**src/rtl/i2s_pkg.sv**
```systemverilog
// Shared I2S definitions: frame FSM states and default sample/slot geometry.
package i2s_pkg;

    localparam int unsigned I2S_DATA_W = 24;
    localparam int unsigned I2S_SLOT_W = 32;

    typedef enum logic [1:0] {
        IDLE,
        SYNC,
        LEFT,
        RIGHT
    } state_e;

endpackage

```
**src/rtl/i2s_sync_edge.sv**
```systemverilog
// Multi-flop synchroniser for one asynchronous line, with rise/fall pulses on the synced value.
module i2s_sync_edge #(
    parameter int unsigned SYNC_STAGES = 2
) (
    input  logic clk,
    input  logic rst,
    input  logic d,
    output logic q,
    output logic rise_c,
    output logic fall_c
);

    logic [SYNC_STAGES-1:0] sync_q;
    logic                   q_prev;

    always_ff @(posedge clk) begin
        if (rst) begin
            sync_q <= '0;
            q_prev <= 1'b0;
        end else begin
            sync_q[0] <= d;
            for (int unsigned i = 1; i < SYNC_STAGES; i++) begin
                sync_q[i] <= sync_q[i-1];
            end
            q_prev <= sync_q[SYNC_STAGES-1];
        end
    end

    assign q      = sync_q[SYNC_STAGES-1];
    assign rise_c = q & ~q_prev;
    assign fall_c = ~q & q_prev;

endmodule

```
**src/rtl/i2s_receiver.sv**
```systemverilog
// I2S slave receiver: oversamples BCLK/LRCLK/DATA, deserialises 24-bit samples from
// 32-bit slots and presents stereo frames on a valid/ready interface.
module i2s_receiver
    import i2s_pkg::*;
#(
    parameter int unsigned DATA_W      = I2S_DATA_W,
    parameter int unsigned SLOT_W      = I2S_SLOT_W,
    parameter int unsigned SYNC_STAGES = 2
) (
    input  logic              clk_i,
    input  logic              rst_i,
    input  logic              enable_i,
    input  logic              i2s_bclk_i,
    input  logic              i2s_lrclk_i,
    input  logic              i2s_data_i,
    output logic [DATA_W-1:0] left_o,
    output logic [DATA_W-1:0] right_o,
    output logic              valid_o,
    input  logic              ready_i,
    output logic              overrun_o,
    output logic              frame_err_o
);

    localparam int unsigned CNT_W = $clog2(SLOT_W + 1);

    logic bclk_q, bclk_rise_c, bclk_fall_c;
    logic lr_q, lr_rise_c, lr_fall_c;
    logic data_q, data_rise_c, data_fall_c;
    logic unused_edges;

    state_e            state, state_d;
    logic              lr_prev;
    logic [CNT_W-1:0]  bit_cnt, bit_next_c;
    logic [DATA_W-1:0] shreg, left_hold, sample_c;
    logic              lr_edge_c, last_bit_c, slot_ok_c;
    logic              cap_left_c, frame_done_c, frame_err_c;

    // All three lines share the same synchroniser depth so they stay cycle-aligned.
    i2s_sync_edge #(.SYNC_STAGES(SYNC_STAGES)) u_sync_bclk (
        .clk(clk_i), .rst(rst_i), .d(i2s_bclk_i),
        .q(bclk_q), .rise_c(bclk_rise_c), .fall_c(bclk_fall_c)
    );
    i2s_sync_edge #(.SYNC_STAGES(SYNC_STAGES)) u_sync_lrclk (
        .clk(clk_i), .rst(rst_i), .d(i2s_lrclk_i),
        .q(lr_q), .rise_c(lr_rise_c), .fall_c(lr_fall_c)
    );
    i2s_sync_edge #(.SYNC_STAGES(SYNC_STAGES)) u_sync_data (
        .clk(clk_i), .rst(rst_i), .d(i2s_data_i),
        .q(data_q), .rise_c(data_rise_c), .fall_c(data_fall_c)
    );

    assign unused_edges = ^{bclk_q, bclk_fall_c, lr_rise_c, lr_fall_c, data_rise_c, data_fall_c};

    assign lr_edge_c  = bclk_rise_c && (lr_q != lr_prev);
    assign sample_c   = {shreg[DATA_W-2:0], data_q};
    assign last_bit_c = bclk_rise_c && !lr_edge_c && (bit_cnt == CNT_W'(DATA_W - 1));
    assign slot_ok_c  = (bit_cnt == CNT_W'(SLOT_W - 1));

    always_comb begin
        bit_next_c = bit_cnt;
        if (lr_edge_c)                        bit_next_c = '0;
        else if (bit_cnt != CNT_W'(SLOT_W))   bit_next_c = bit_cnt + CNT_W'(1);
    end

    always_ff @(posedge clk_i) begin
        if (rst_i) state <= IDLE;
        else       state <= state_d;
    end

    always_comb begin
        state_d      = state;
        cap_left_c   = 1'b0;
        frame_done_c = 1'b0;
        frame_err_c  = 1'b0;
        case (state)
            IDLE: if (enable_i) state_d = SYNC;
            SYNC: if (lr_edge_c && !lr_q) state_d = LEFT;
            LEFT, RIGHT: begin
                if (lr_edge_c) begin
                    frame_err_c = !slot_ok_c;
                    // A falling edge always starts a fresh left slot, even after a bad slot.
                    if (!lr_q)                            state_d = LEFT;
                    else if (slot_ok_c && state == LEFT)  state_d = RIGHT;
                    else                                  state_d = SYNC;
                end else if (last_bit_c) begin
                    cap_left_c   = (state == LEFT);
                    frame_done_c = (state == RIGHT);
                end
            end
            default: state_d = IDLE;
        endcase
        if (!enable_i) begin
            state_d      = IDLE;
            cap_left_c   = 1'b0;
            frame_done_c = 1'b0;
            frame_err_c  = 1'b0;
        end
    end

    always_ff @(posedge clk_i) begin
        if (rst_i) begin
            lr_prev     <= 1'b0;
            bit_cnt     <= '0;
            shreg       <= '0;
            left_hold   <= '0;
            left_o      <= '0;
            right_o     <= '0;
            valid_o     <= 1'b0;
            overrun_o   <= 1'b0;
            frame_err_o <= 1'b0;
        end else begin
            if (bclk_rise_c) begin
                lr_prev <= lr_q;
                bit_cnt <= bit_next_c;
                if (!lr_edge_c && bit_cnt < CNT_W'(DATA_W)) shreg <= sample_c;
            end
            if (cap_left_c)       left_hold <= sample_c;
            else if (frame_err_c) left_hold <= '0;
            frame_err_o <= frame_err_c;
            // Output stage: load when empty or draining this cycle, otherwise flag the drop.
            if (frame_done_c) begin
                if (!valid_o || ready_i) begin
                    left_o  <= left_hold;
                    right_o <= sample_c;
                    valid_o <= 1'b1;
                end else begin
                    overrun_o <= 1'b1;
                end
            end else if (valid_o && ready_i) begin
                valid_o <= 1'b0;
            end
        end
    end

endmodule

```
**config.mk**
```make
export PLATFORM = sky130hd
export DESIGN_NAME = i2s_receiver
export DESIGN_NICKNAME = d
export VERILOG_FILES = /design/src/rtl/i2s_pkg.sv /design/src/rtl/i2s_sync_edge.sv /design/src/rtl/i2s_receiver.sv
export SDC_FILE = /design/constraint.sdc
export NUM_CORES = 1
export LEC_CHECK = 0
export CORE_ASPECT_RATIO = 1.5
export CORE_MARGIN = 4
export CORE_UTILIZATION = 58
export DETAILED_ROUTE_END_ITERATION = 10
export MAX_ROUTING_LAYER = met4
export PLACE_DENSITY = 0.91
export SYNTH_ARGS = -nofsm -noshare
export SYNTH_HDL_FRONTEND = slang
export SYNTH_HIERARCHICAL = 1
export SYNTH_SLANG_ARGS = --single-unit
export TNS_END_PERCENT = 5
```
**constraint.sdc**
```tcl
create_clock -name clk_i -period 2.8 [get_ports clk_i]
set_clock_uncertainty 0.15 [all_clocks]
set_input_delay 0.42 -clock clk_i [delete_from_list [all_inputs] [get_ports clk_i]]
set_output_delay 0.42 -clock clk_i [all_outputs]
set_load 0.02 [all_outputs]
```
==> impl_metrics.toml, run 1 <==
[placement]
hpwl_um = 5690
gp_congestion = 0.859
placed_cells = 567
portBuffers = 57

[worst_setup_path]
worst-r2r-cell-count = 5
crit_type = "reg2reg"
cp.arrival_ns = 2.83
reg2reg_slack_ns = 0.28
reg2reg_from = "bit_cnt[0]"
cp_max_fo = 24
r2r-end = "left_hold[18]"
cp.required_ns = 3.11
critPathLaunchType = "flip-flop"
cp-end-kind = "flip-flop"
worstSetupStartpoint = "bit_cnt[0]"

[timing]
setup_viol = 0
fin_setup_tns_ns = 0
min_period_ns = 2.52
report.final.slew_viol_count = 0
post-route-period-util_pct = 90.1
hold_violations = 0
worst_pin_slew_ns = 1.21
fmax_mhz = 396
rsz0062_at_grt = "false"
max_slew_margin_pct = 19.4

[drt]
routed_wirelength_um = 9800
final_antenna_net_count = 0
wl_per_cell_um = 16.4
drc = 0
dr.pass1.iters = 5
num_vias = 3663
vias_per_cell = 6.13
drtIter0Drc = 289

[min_path]
hold-path-cell-count = 2
worstHoldPathType = "in2reg"
min_to = "u_sync_bclk/sync_q[1]"
hold_start = "rst_i"

[grt]
grt_max_degree = 60
antenna_found_initial = 0
grt_pass1_wl_um = 16200
gr-total-overflow = 0
grt_pass1_vias = 3490
grt_usage_pct = 24.2

[clock_network]
cts_hold_buf = 0
cts_root_buffer = "clkbuf_8"
clkSinkCount = 114
cts_inserted_buffers = 17
cts_tree = "done"
cts_buffer_depth = 2
cts_resized = 0
cts-htree-levels = 4
path_clk_slew_ns = 0.05
worstSkewPairLatency_ns = 0.52
cts_setup_buffers = 0

[logic_synthesis]
yosys_warnings = 6
syn_nets = 472
syn_area_sq_um = 4190
synthCells = 463
syn-mean-instance-area_sq_um = 9.06

[die]
dieArea_sq_um = 8680
die_w_um = 77.4
num_rows = 37
coreArea_sq_um = 6940
die_h_um = 112
pin_count = 58
initial_utilization_pct = 60.4

[cells_and_area]
area_delta_synth_final_pct = 25.6
stdcell_count = 598
drive_gt1_share_pct = 8.27
fill_cells = 475
nNetsFinal = 517
antenna_cells = 0

[power]
vdd_drop_max_mv = 0.439
power.density_nw_per_um2 = 689
leakagePower_nw = 1.79

[outcome]
outcome = "complete, no violations"

[flow_run]
cap_violations = 0
worst max path at each step:
stage | to | slack [ns]
floorplan | left_o[10] | 0.94
global placement | left_o[23] | 0.39
detailed placement | left_o[1] | 0.33
CTS | left_hold[18] | 0.31
global route | left_hold[18] | 0.13
finish | left_hold[18] | 0.28
registers in the layout (all words and copies together) (netlist names), 2 cells and up:
signal / flops
left_hold: 24
left_o: 24
right_o: 24
shreg: 23
bit_cnt: 6
state: 2
u_sync_bclk/sync_q: 2
u_sync_data/sync_q: 2
u_sync_lrclk/sync_q: 2
power by group:
group,internal (mW),switching (mW),total (mW),leakage [nW]
clock network,1.23,0.686,1.92,0.266
logic,0.0205,0.0521,0.0725,0.601
registers,1.63,0.00594,1.64,0.919
total,2.88,0.744,3.63,1.79
layout by cell type (no fill, tap or decap), types with 5 or more instances in the layout:
| cell type | n |
|---|---|
| a21oi_1 | 76 |
| a22o_1 | 24 |
| buf_4 | 10 |
| clkbuf_1 | 5 |
| clkbuf_16 | 16 |
| clkdlybuf4s50_1 | 56 |
| clkinv_2 | 5 |
| dfxtp_1 | 114 |
| nand2_1 | 54 |
| nand3_1 | 49 |
| nor2b_1 | 10 |
| o21ai_0 | 30 |
| o21ai_1 | 20 |
metrics by stage:
stage                     total power, mW  cell area, sq um  utilization [%]  worst slack [ns]  hold slack, ns
final                                3.63              5270             75.8             0.277           0.254
after global routing                 3.73              5270             75.8             0.126           0.259
after CTS                            3.65              5270             75.8             0.307           0.222
after detailed placement             1.74              4740             68.2             0.333           0.274
after global placement               1.74              4740             68.2             0.392           0.269
after floorplan                      1.72              4190                -             0.939           0.264
worst max-delay path, cell delays in order, from the launching register on:
cell and delay, ns:
dfxtp_1 0.38, ha_1 0.23, nand2_1 0.11, o311a_1 0.32
a31oi_2 0.97, a22o_1 0.30
routing by layer:
| metal | GRT usage, % | routed length [um] | up-vias |
|---|---|---|---|
| met4 | 11.3 | 284 | 0 |
| met3 | 7.46 | 672 | 31 |
| met2 | 39.9 | 5030 | 176 |
| met5 | - | 0 | - |
| met1 | 26.5 | 3800 | 1718 |
| li1 | - | - | 1738 |
layout make-up:
class	instances	area (sq um)	area share [%]
inverter	2	7.51	0.143
clock inverter	6	55.1	1.05
clock buffer	25	474	9.00
timing repair buffer	67	641	12.2
tap	78	97.6	1.85
multi-input combinational	306	1710	32.5
sequential	114	2280	43.3
(Power assumes the default switching activity.)
==> run 2, diff against run 1 <==
- CAP_MARGIN: default -> 30
- PLACE_DENSITY: 0.91 -> default
- PLACE_DENSITY_LB_ADDON: default -> 0.2
==> run 2 against run 1 <==
Compared with the run above:
- worst hold slack worse by 0.015 ns
- core utilization rose by 1.3 points
- register-to-register slack improved by 0.21 ns
- final area rose by 1.7%
- global-route usage grew 0.21 points
- sequential share of layout area is 0.72 points lower
- routed wire length is 0.76% lower
- highest routed layer unchanged
==> impl_metrics.toml, run 2 (synthesis results as in run 1) <==
[worst_setup_path]
cp_max_fo = 48
cp.arrival_ns = 2.53
cp_top_family = "simple AND/OR/NAND/NOR gates"
crit_chain = "ha_1 > nand4b_1 > or4_4 > o21ai_0 > a21oi_1"
crit_type = "reg2reg"
critPathLaunchType = "flip-flop"
cp.required_ns = 3.02
cp-end-kind = "flip-flop"
slowest_stage = "or4_4"
critPathMaxStageDelay_ns = 0.74
critPathBufInv = 0

[placement]
portBuffers = 57
hpwl_um = 5850
placed_cells = 568
gp_congestion = 0.897

[power]
seqPwrFrac_pct = 42.4
vdd_drop_max_mv = 0.603
clockPowerShare_pct = 55.6
power.density_nw_per_um2 = 720
leakagePower_nw = 1.82
pwr-share-comb_pct = 1.9
swShare_pct = 19.8
switching_power_uw = 765
internal_power_mw = 3.09

[timing]
min_period_ns = 2.31
report.final.slew_viol_count = 0
rsz0062_at_grt = "false"
fmax_mhz = 433
hold_violations = 0
setup_viol = 0
max_slew_margin_pct = 59.3
worst_pin_slew_ns = 0.611
post-route-period-util_pct = 82.6
fin_setup_tns_ns = 0

[clock_network]
cts_hold_buf = 0
path_clk_slew_ns = 0.06
worstSkewPairLatency_ns = 0.51
cts_resized = 0
clkSinkCount = 114
cts_inserted_buffers = 17
cts_tree = "done"
cts_root_buffer = "clkbuf_8"
cts-htree-levels = 4
cts_buffer_depth = 2
cts_setup_buffers = 0

[cells_and_area]
final_util_pct = 77.1
biggestRegsByFlops = "left_hold x24, left_o x24, right_o x24"
antenna_cells = 0
stdcell_count = 600
nNetsFinal = 518
drive_gt1_share_pct = 9.39
layout_common_cells = "dfxtp_1, a21oi_1, clkdlybuf4s50_1"
area_delta_synth_final_pct = 27.7
final_common_cell = "dfxtp_1"

[drt]
final_antenna_net_count = 0
num_vias = 3539
drtIter0Drc = 262
vias_per_cell = 5.90
drc = 0
routed_wirelength_um = 9720
wl_per_cell_um = 16.2
dr.pass1.iters = 5

[grt]
grt_pass1_wl_um = 16600
grt_pass1_vias = 3548
antenna_found_initial = 0
gr-total-overflow = 0
grt_usage_pct = 24.4
grt_max_degree = 63

[die]
initial_utilization_pct = 60.4
die_w_um = 77.4
num_rows = 37
die_h_um = 112
dieArea_sq_um = 8680
pin_count = 58
coreArea_sq_um = 6940

[outcome]
outcome = "complete, no violations"

[min_path]
worstHoldPathType = "in2reg"

[flow_run]
cap_violations = 0
## run 2: cell count changes in the layout (fill, tap and decap cells not counted), sizes merged
cell	previous run	this run
bufinv	1	3
clkbuf	25	22
clkinvlp	0	2
buf	11	12
## run 2: worst register-to-register path: cells and delay by family (launching register included)
family	cells	cell delay (ns)
adder cells (fa/ha/maj)	1	0.24
AND/OR/NAND/NOR	2	0.96
AO/OA/AOI/OAI	2	0.44
flip-flops	1	0.39
## run 2: routing by layer
layer	global-route usage (%)	wire length [um]	vias to the layer above
li1	-	-	1735
met1	28.5	4160	1692
met2	38.9	4980	102
met3	6.58	447	10
met4	11.5	136	0
met5	-	0	-
## run 2: final cells by class
cell class	count	area, sq um
Clock buffer	22	473
Multi-Input combinational cell	306	1710
Fill cell	473	1590
Timing Repair Buffer	68	656
Clock inverter	10	130
Tap cell	78	97.6
Inverter	2	7.51
Sequential cell	114	2280
## run 2: power by group through the flow
stage	combinational (mW)	clock (mW)	sequential, mW
3_5_place_dp	0.0741	0	1.67
5_1_grt	0.0823	2.25	1.64
6_report	0.0751	2.15	1.64
3_3_place_gp	0.0716	0	1.67
2_1_floorplan	0.0527	0	1.67
4_1_cts	0.0749	2.16	1.64
## run 2: stage by stage
stage | area [sq um] | total power, mW | worst slack (ns) | hold slack, ns
floorplan | 4190 | 1.72 | 0.939 | 0.264
global placement | 4740 | 1.74 | 0.349 | 0.277
detailed placement | 4750 | 1.74 | 0.267 | 0.276
CTS | 5360 | 3.88 | 0.494 | 0.225
global route | 5360 | 3.97 | 0.405 | 0.248
finish | 5360 | 3.86 | 0.488 | 0.240
## run 2: final timing paths
check                        startpoint               endpoint  slack, ns  cells past startpoint
setup / recovery             bit_cnt[0]              left_o[1]       0.49                      5
hold / removal                    rst_i              shreg[13]       0.24                      2
setup reg to reg             bit_cnt[0]              left_o[1]       0.49                      5
hold reg to reg   u_sync_bclk/sync_q[0]  u_sync_bclk/sync_q[1]       0.29                      1
==> run 3, diff against run 2 <==
- CORE_UTILIZATION: 58 -> 49
- clock period: 2.8 -> 2.05 ns (I/O delays scaled with it)
==> run 3 against run 2 <==
Compared with the run above:
- routed wire length shrank 2.8%
- sequential cell count did not move
- total power up 31%
- setup slack worse by 0.40 ns
- critical path depth grew 1
- core utilization shrank 12 points
- final cell count up 6.2%
- global-route usage fell by 4.2 points
- critical path type unchanged
- critical endpoint is now right_o[3]
- largest cell class unchanged
==> impl_metrics.toml, run 3 (synthesis results as in run 1) <==
[placement]
hpwl_um = 5880
gp_congestion = 0.843
dpl_worst_slack_ns = -0.0840
portBuffers = 57
placed_cells = 604

[drt]
routed_wirelength_um = 9450
routed-wl-met2_um = 4640
top_layer_used = "met4"
vias_per_cell = 5.51
drtIter0Drc = 245
final_antenna_net_count = 0
wl_met1_um = 4190
met3_length_um = 496
wl_per_cell_um = 14.8
num_vias = 3507
drc = 0
dr.pass1.iters = 4

[grt]
grt_usage_pct = 20.2
gr-total-overflow = 0
antenna_found_initial = 0
grt_pass1_vias = 3357
grt_pass1_wl_um = 16000
grt_max_degree = 49

[cells_and_area]
drive_gt1_share_pct = 10.0
fill_cells = 670
final_util_pct = 65.6
nNetsFinal = 526
stdcell_count = 637
layout_common_cells = "dfxtp_1, a21oi_1, clkdlybuf4s50_1"
final_common_cell = "dfxtp_1"
biggestRegsByFlops = "left_hold x24, left_o x24, right_o x24"
area_delta_synth_final_pct = 30.9
antenna_cells = 0

[worst_setup_path]
endpoint = "right_o[3]"
cp.required_ns = 2.17
crit_type = "reg2reg"
reg2reg_slack_ns = 0.09
worstSetupStartpoint = "bit_cnt[0]"
critPathLaunchType = "flip-flop"
cp-end-kind = "flip-flop"
cp.arrival_ns = 2.08
r2r-end = "right_o[3]"
reg2reg_from = "bit_cnt[0]"
worst-r2r-cell-count = 6
cp_max_fo = 48

[power]
vdd_drop_max_mv = 0.660
design_power_total_mw = 5.05
leakagePower_nw = 1.87
power.density_nw_per_um2 = 921

[flow_run]
cap_violations = 0

[clock_network]
cts_inserted_buffers = 17
cts_root_buffer = "clkbuf_16"
cts_buffer_depth = 2
worstSkewPairLatency_ns = 0.40
clkSinkCount = 114
cts_tree = "done"
cts-htree-levels = 4
path_clk_slew_ns = 0.05
cts_hold_buf = 0

[timing]
setup_ws_ns = 0.0930
rsz0062_at_grt = "false"
setup_viol = 0
max_slew_margin_pct = 76.7
hold_violations = 0
min_period_ns = 1.96
post-route-period-util_pct = 95.5
fmax_mhz = 511
worst_pin_slew_ns = 0.348
report.final.slew_viol_count = 0

[die]
dieArea_sq_um = 10100
die_h_um = 121
die_w_um = 83.5
initial_utilization_pct = 50.1
num_rows = 41
pin_count = 58
coreArea_sq_um = 8360

[min_path]
worstHoldPathType = "in2reg"

[outcome]
outcome = "complete, no violations"
[run 3: metal layers]
layer  up-vias  GRT usage, %
met1      1647          23.2
met2        89          32.8
met4         0          8.05
met5         -             -
met3        10          6.59
li1       1761             -
[run 3: through the flow]
stage	cell area (sq um)	hold slack, ns	TNS, ns
floorplan	4190	0.229	0
global placement	4920	0.272	-0.651
detailed placement	4920	0.273	-1.47
CTS	5470	0.0987	0
global route	5490	0.118	0
finish	5490	0.113	0
[run 3: critical path, cell delays in order, from the launching register on]
cell and delay (ns):
dfxtp_2 0.36, ha_1 0.18, nand4b_1 0.12, or4_4 0.52, buf_12 0.20, o21ai_0 0.20
a21oi_1 0.09
[run 3: worst min path at each step]
stage	startpoint	endpoint	slack (ns)	cells past startpoint
2_1_floorplan	rst_i	u_sync_bclk/q_prev	0.23	1
3_3_place_gp	u_sync_data/sync_q[0]	u_sync_data/sync_q[1]	0.27	1
3_5_place_dp	u_sync_data/sync_q[0]	u_sync_data/sync_q[1]	0.27	1
4_1_cts	rst_i	shreg[12]	0.1	2
5_1_grt	rst_i	shreg[12]	0.12	2
6_report	rst_i	shreg[12]	0.11	2
[run 3: layout make-up]
class                   instances  area (sq um)  area share, %
clock inverters                 5          50.0          0.912
inverters                       2          7.51          0.137
flip-flops and latches        114          2280           41.6
repair buffers                 76           800           14.6
clock buffers                  27           503           9.17
multi-input cells             306          1710           31.2
well taps                     107           134           2.44
[run 3: repair_timing]
action	CTS	global route
setup endpoints to repair	0	49
setup buffers	0	1
gates resized for setup	0	9
[run 3: power by group]
group | switching [mW] | internal (mW) | leakage (nW) | total [mW]
logic | 0.0741 | 0.0400 | 0.674 | 0.114
clock network | 0.919 | 1.78 | 0.275 | 2.70
registers | 0.00764 | 2.23 | 0.920 | 2.24
==> RTL change, RTL diff (config.mk and constraints of run 3) <==
`SYNC_STAGES` is set to 2 in 2 places; all go to 1.
--- a/src/rtl/i2s_sync_edge.sv
+++ b/src/rtl/i2s_sync_edge.sv
@@ -1,6 +1,6 @@
 // Multi-flop synchroniser for one asynchronous line, with rise/fall pulses on the synced value.
 module i2s_sync_edge #(
-    parameter int unsigned SYNC_STAGES = 2
+    parameter int unsigned SYNC_STAGES = 1
 ) (
     input  logic clk,
     input  logic rst,
--- a/src/rtl/i2s_receiver.sv
+++ b/src/rtl/i2s_receiver.sv
@@ -5,7 +5,7 @@
 #(
     parameter int unsigned DATA_W      = I2S_DATA_W,
     parameter int unsigned SLOT_W      = I2S_SLOT_W,
-    parameter int unsigned SYNC_STAGES = 2
+    parameter int unsigned SYNC_STAGES = 1
 ) (
     input  logic              clk_i,
     input  logic              rst_i,
Behaviour: not the same (Yosys sat finds a counterexample within 10 cycles, from zero or initial values and one cycle with rst_i high).
==> RTL change against run 3 <==
Wire length down 3.4%. Area after synthesis decreased by 1.9%. Critical endpoint is now left_hold[11]$_SDFFE_PP0P_. Sequential cell count fell by 3. Total power decreased by 23%. Sequential share of layout area is 1.5 points higher. Core utilization decreased by 2.0 points. Hold slack better by 0.087 ns. Worst setup slack improved by 0.052 ns. Final area fell by 6.1%.
==> RTL change: results (changes against run 3) <==
stage,metric,value,unit,change
place,Post-DP HPWL,5864,um,-0.31%
route,metal3 WL,434,um,-13%
global_route,overall routing resource usage,18.95,%,-1.2 points
global_route,largest net degree at the start of global routing,50,,+2.0%
clock_tree,Clock transition at path regs,0.07,ns,+0.02 ns
sta,Worst-Margin Slew,0.3797,ns,+0.03139 ns
min_path,Hold/Removal Path Class,in2reg,,
global_route,first-pass GRT wire length,15260,um,-4.7%
route,WL met2,4555,um,-1.9%
power_and_ir_drop,leakage power figure,1.715,nW,-8.2%
final_layout,nets,513,,-2.5%
critical_path,Reg2Reg Depth,7,,+1
final_layout,Layout fillers,711,,+6.1%
power_and_ir_drop,Peak supply drop,0.5220,mV,-21%
global_route,met2 Use GR,31.63,%,-1.2 points
synth,syn nets,466,,-1.3%
global_route,GRT met3 Usage,3.954,%,-2.6 points
clock_tree,clock latency on the worst-skew pair,0.34,ns,-0.06 ns
global_route,met1 Use GR,22.53,%,-0.65 points
final_layout,"most common cell after layout, fill and taps aside",dfxtp_1,,
route,DR vias,3427,,-2.3%
synth,Synth Instances,457,,-1.3%
route,drt via density,5.591,,+1.5%
global_route,vias in the first global route,3283,,-2.2%
status,status,"finished, final reports clean",,
route,Routed WL,9127,um,-3.4%
clock_tree,H-tree Lvls,3,,-1
final_layout,fraction of layout cells with a size suffix above 1,8.661,%,-1.3 points
route,top sig layer,met4,,
place,Final Wtd Congestion,0.8837,,+4.9%
route,DRT iter0 DRCs,318,,+30%
clock_tree,CTS Buf Count,9,,-8
place,placed cells,598,,-0.99%
critical_path,slowest cell delay on critical path,0.37,ns,-0.15 ns
place,# port buffers,57,,unchanged
route,metal1 wirelength,3971,um,-5.2%
critical_path,data arrival time of the worst path,2.04,ns,-0.04 ns
critical_path,CP max-delay cell,dfxtp_2,,
critical_path,crit-path max FO,24,,-50%
[RTL change: report_power, final]
part           total (W)  internal [W]  switching (W)
clock network    0.00159      0.000851       0.000739
logic           0.000131     0.0000428      0.0000878
registers        0.00217       0.00216      0.0000101
[RTL change: cell type report]
| cell class | count | area share (%) |
|---|---|---|
| clock buffers | 10 | 4.637 |
| well taps | 105 | 2.549 |
| multi-input cells | 303 | 32.80 |
| flip-flops and latches | 111 | 43.17 |
| repair buffers | 77 | 16.07 |
| inverters | 2 | 0.1457 |
| clock inverters | 5 | 0.6312 |
[RTL change: worst max-delay path, delay by kind of cell, from the launching register on]
kind	cells	cell delay, ns
buffers and inverters	2	0.39
flip-flops	1	0.37
AND/OR/NAND/NOR	3	0.59
adder cells (fa/ha/maj)	1	0.19
AO/OA/AOI/OAI	1	0.14
[RTL change: path summary, 6_finish.rpt]
check	startpoint	to	slack [ns]
worst max-delay path	bit_cnt[0]$_SDFFE_PP0P_	left_hold[11]$_SDFFE_PP0P_	0.14
worst min-delay path	rst_i	lr_prev$_SDFFE_PP0P_	0.20
worst max register to register	bit_cnt[0]$_SDFFE_PP0P_	left_hold[11]$_SDFFE_PP0P_	0.14
worst min register to register	u_sync_bclk/q$_SDFF_PP0_	u_sync_bclk/q_prev$_SDFF_PP0_	0.31
[RTL change: metrics by stage]
step                hold WS, ns  setup WS (ns)  cell area (um^2)  setup TNS [ns]
floorplan                0.2291         0.1885              4114               0
global placement         0.2902       -0.01338              4880         -0.1190
detailed placement       0.3003       -0.04753              4880         -0.8629
CTS                      0.1914        0.08860              5151               0
global route             0.2320        0.01319              5154               0
finish                   0.2005         0.1446              5154               0
[RTL change: timing repair]
action	4_1_cts	5_1_grt
resized for setup	0	2
setup endpoints to repair	0	34
setup buffers	0	0
endpoints found under the hold margin	0	0
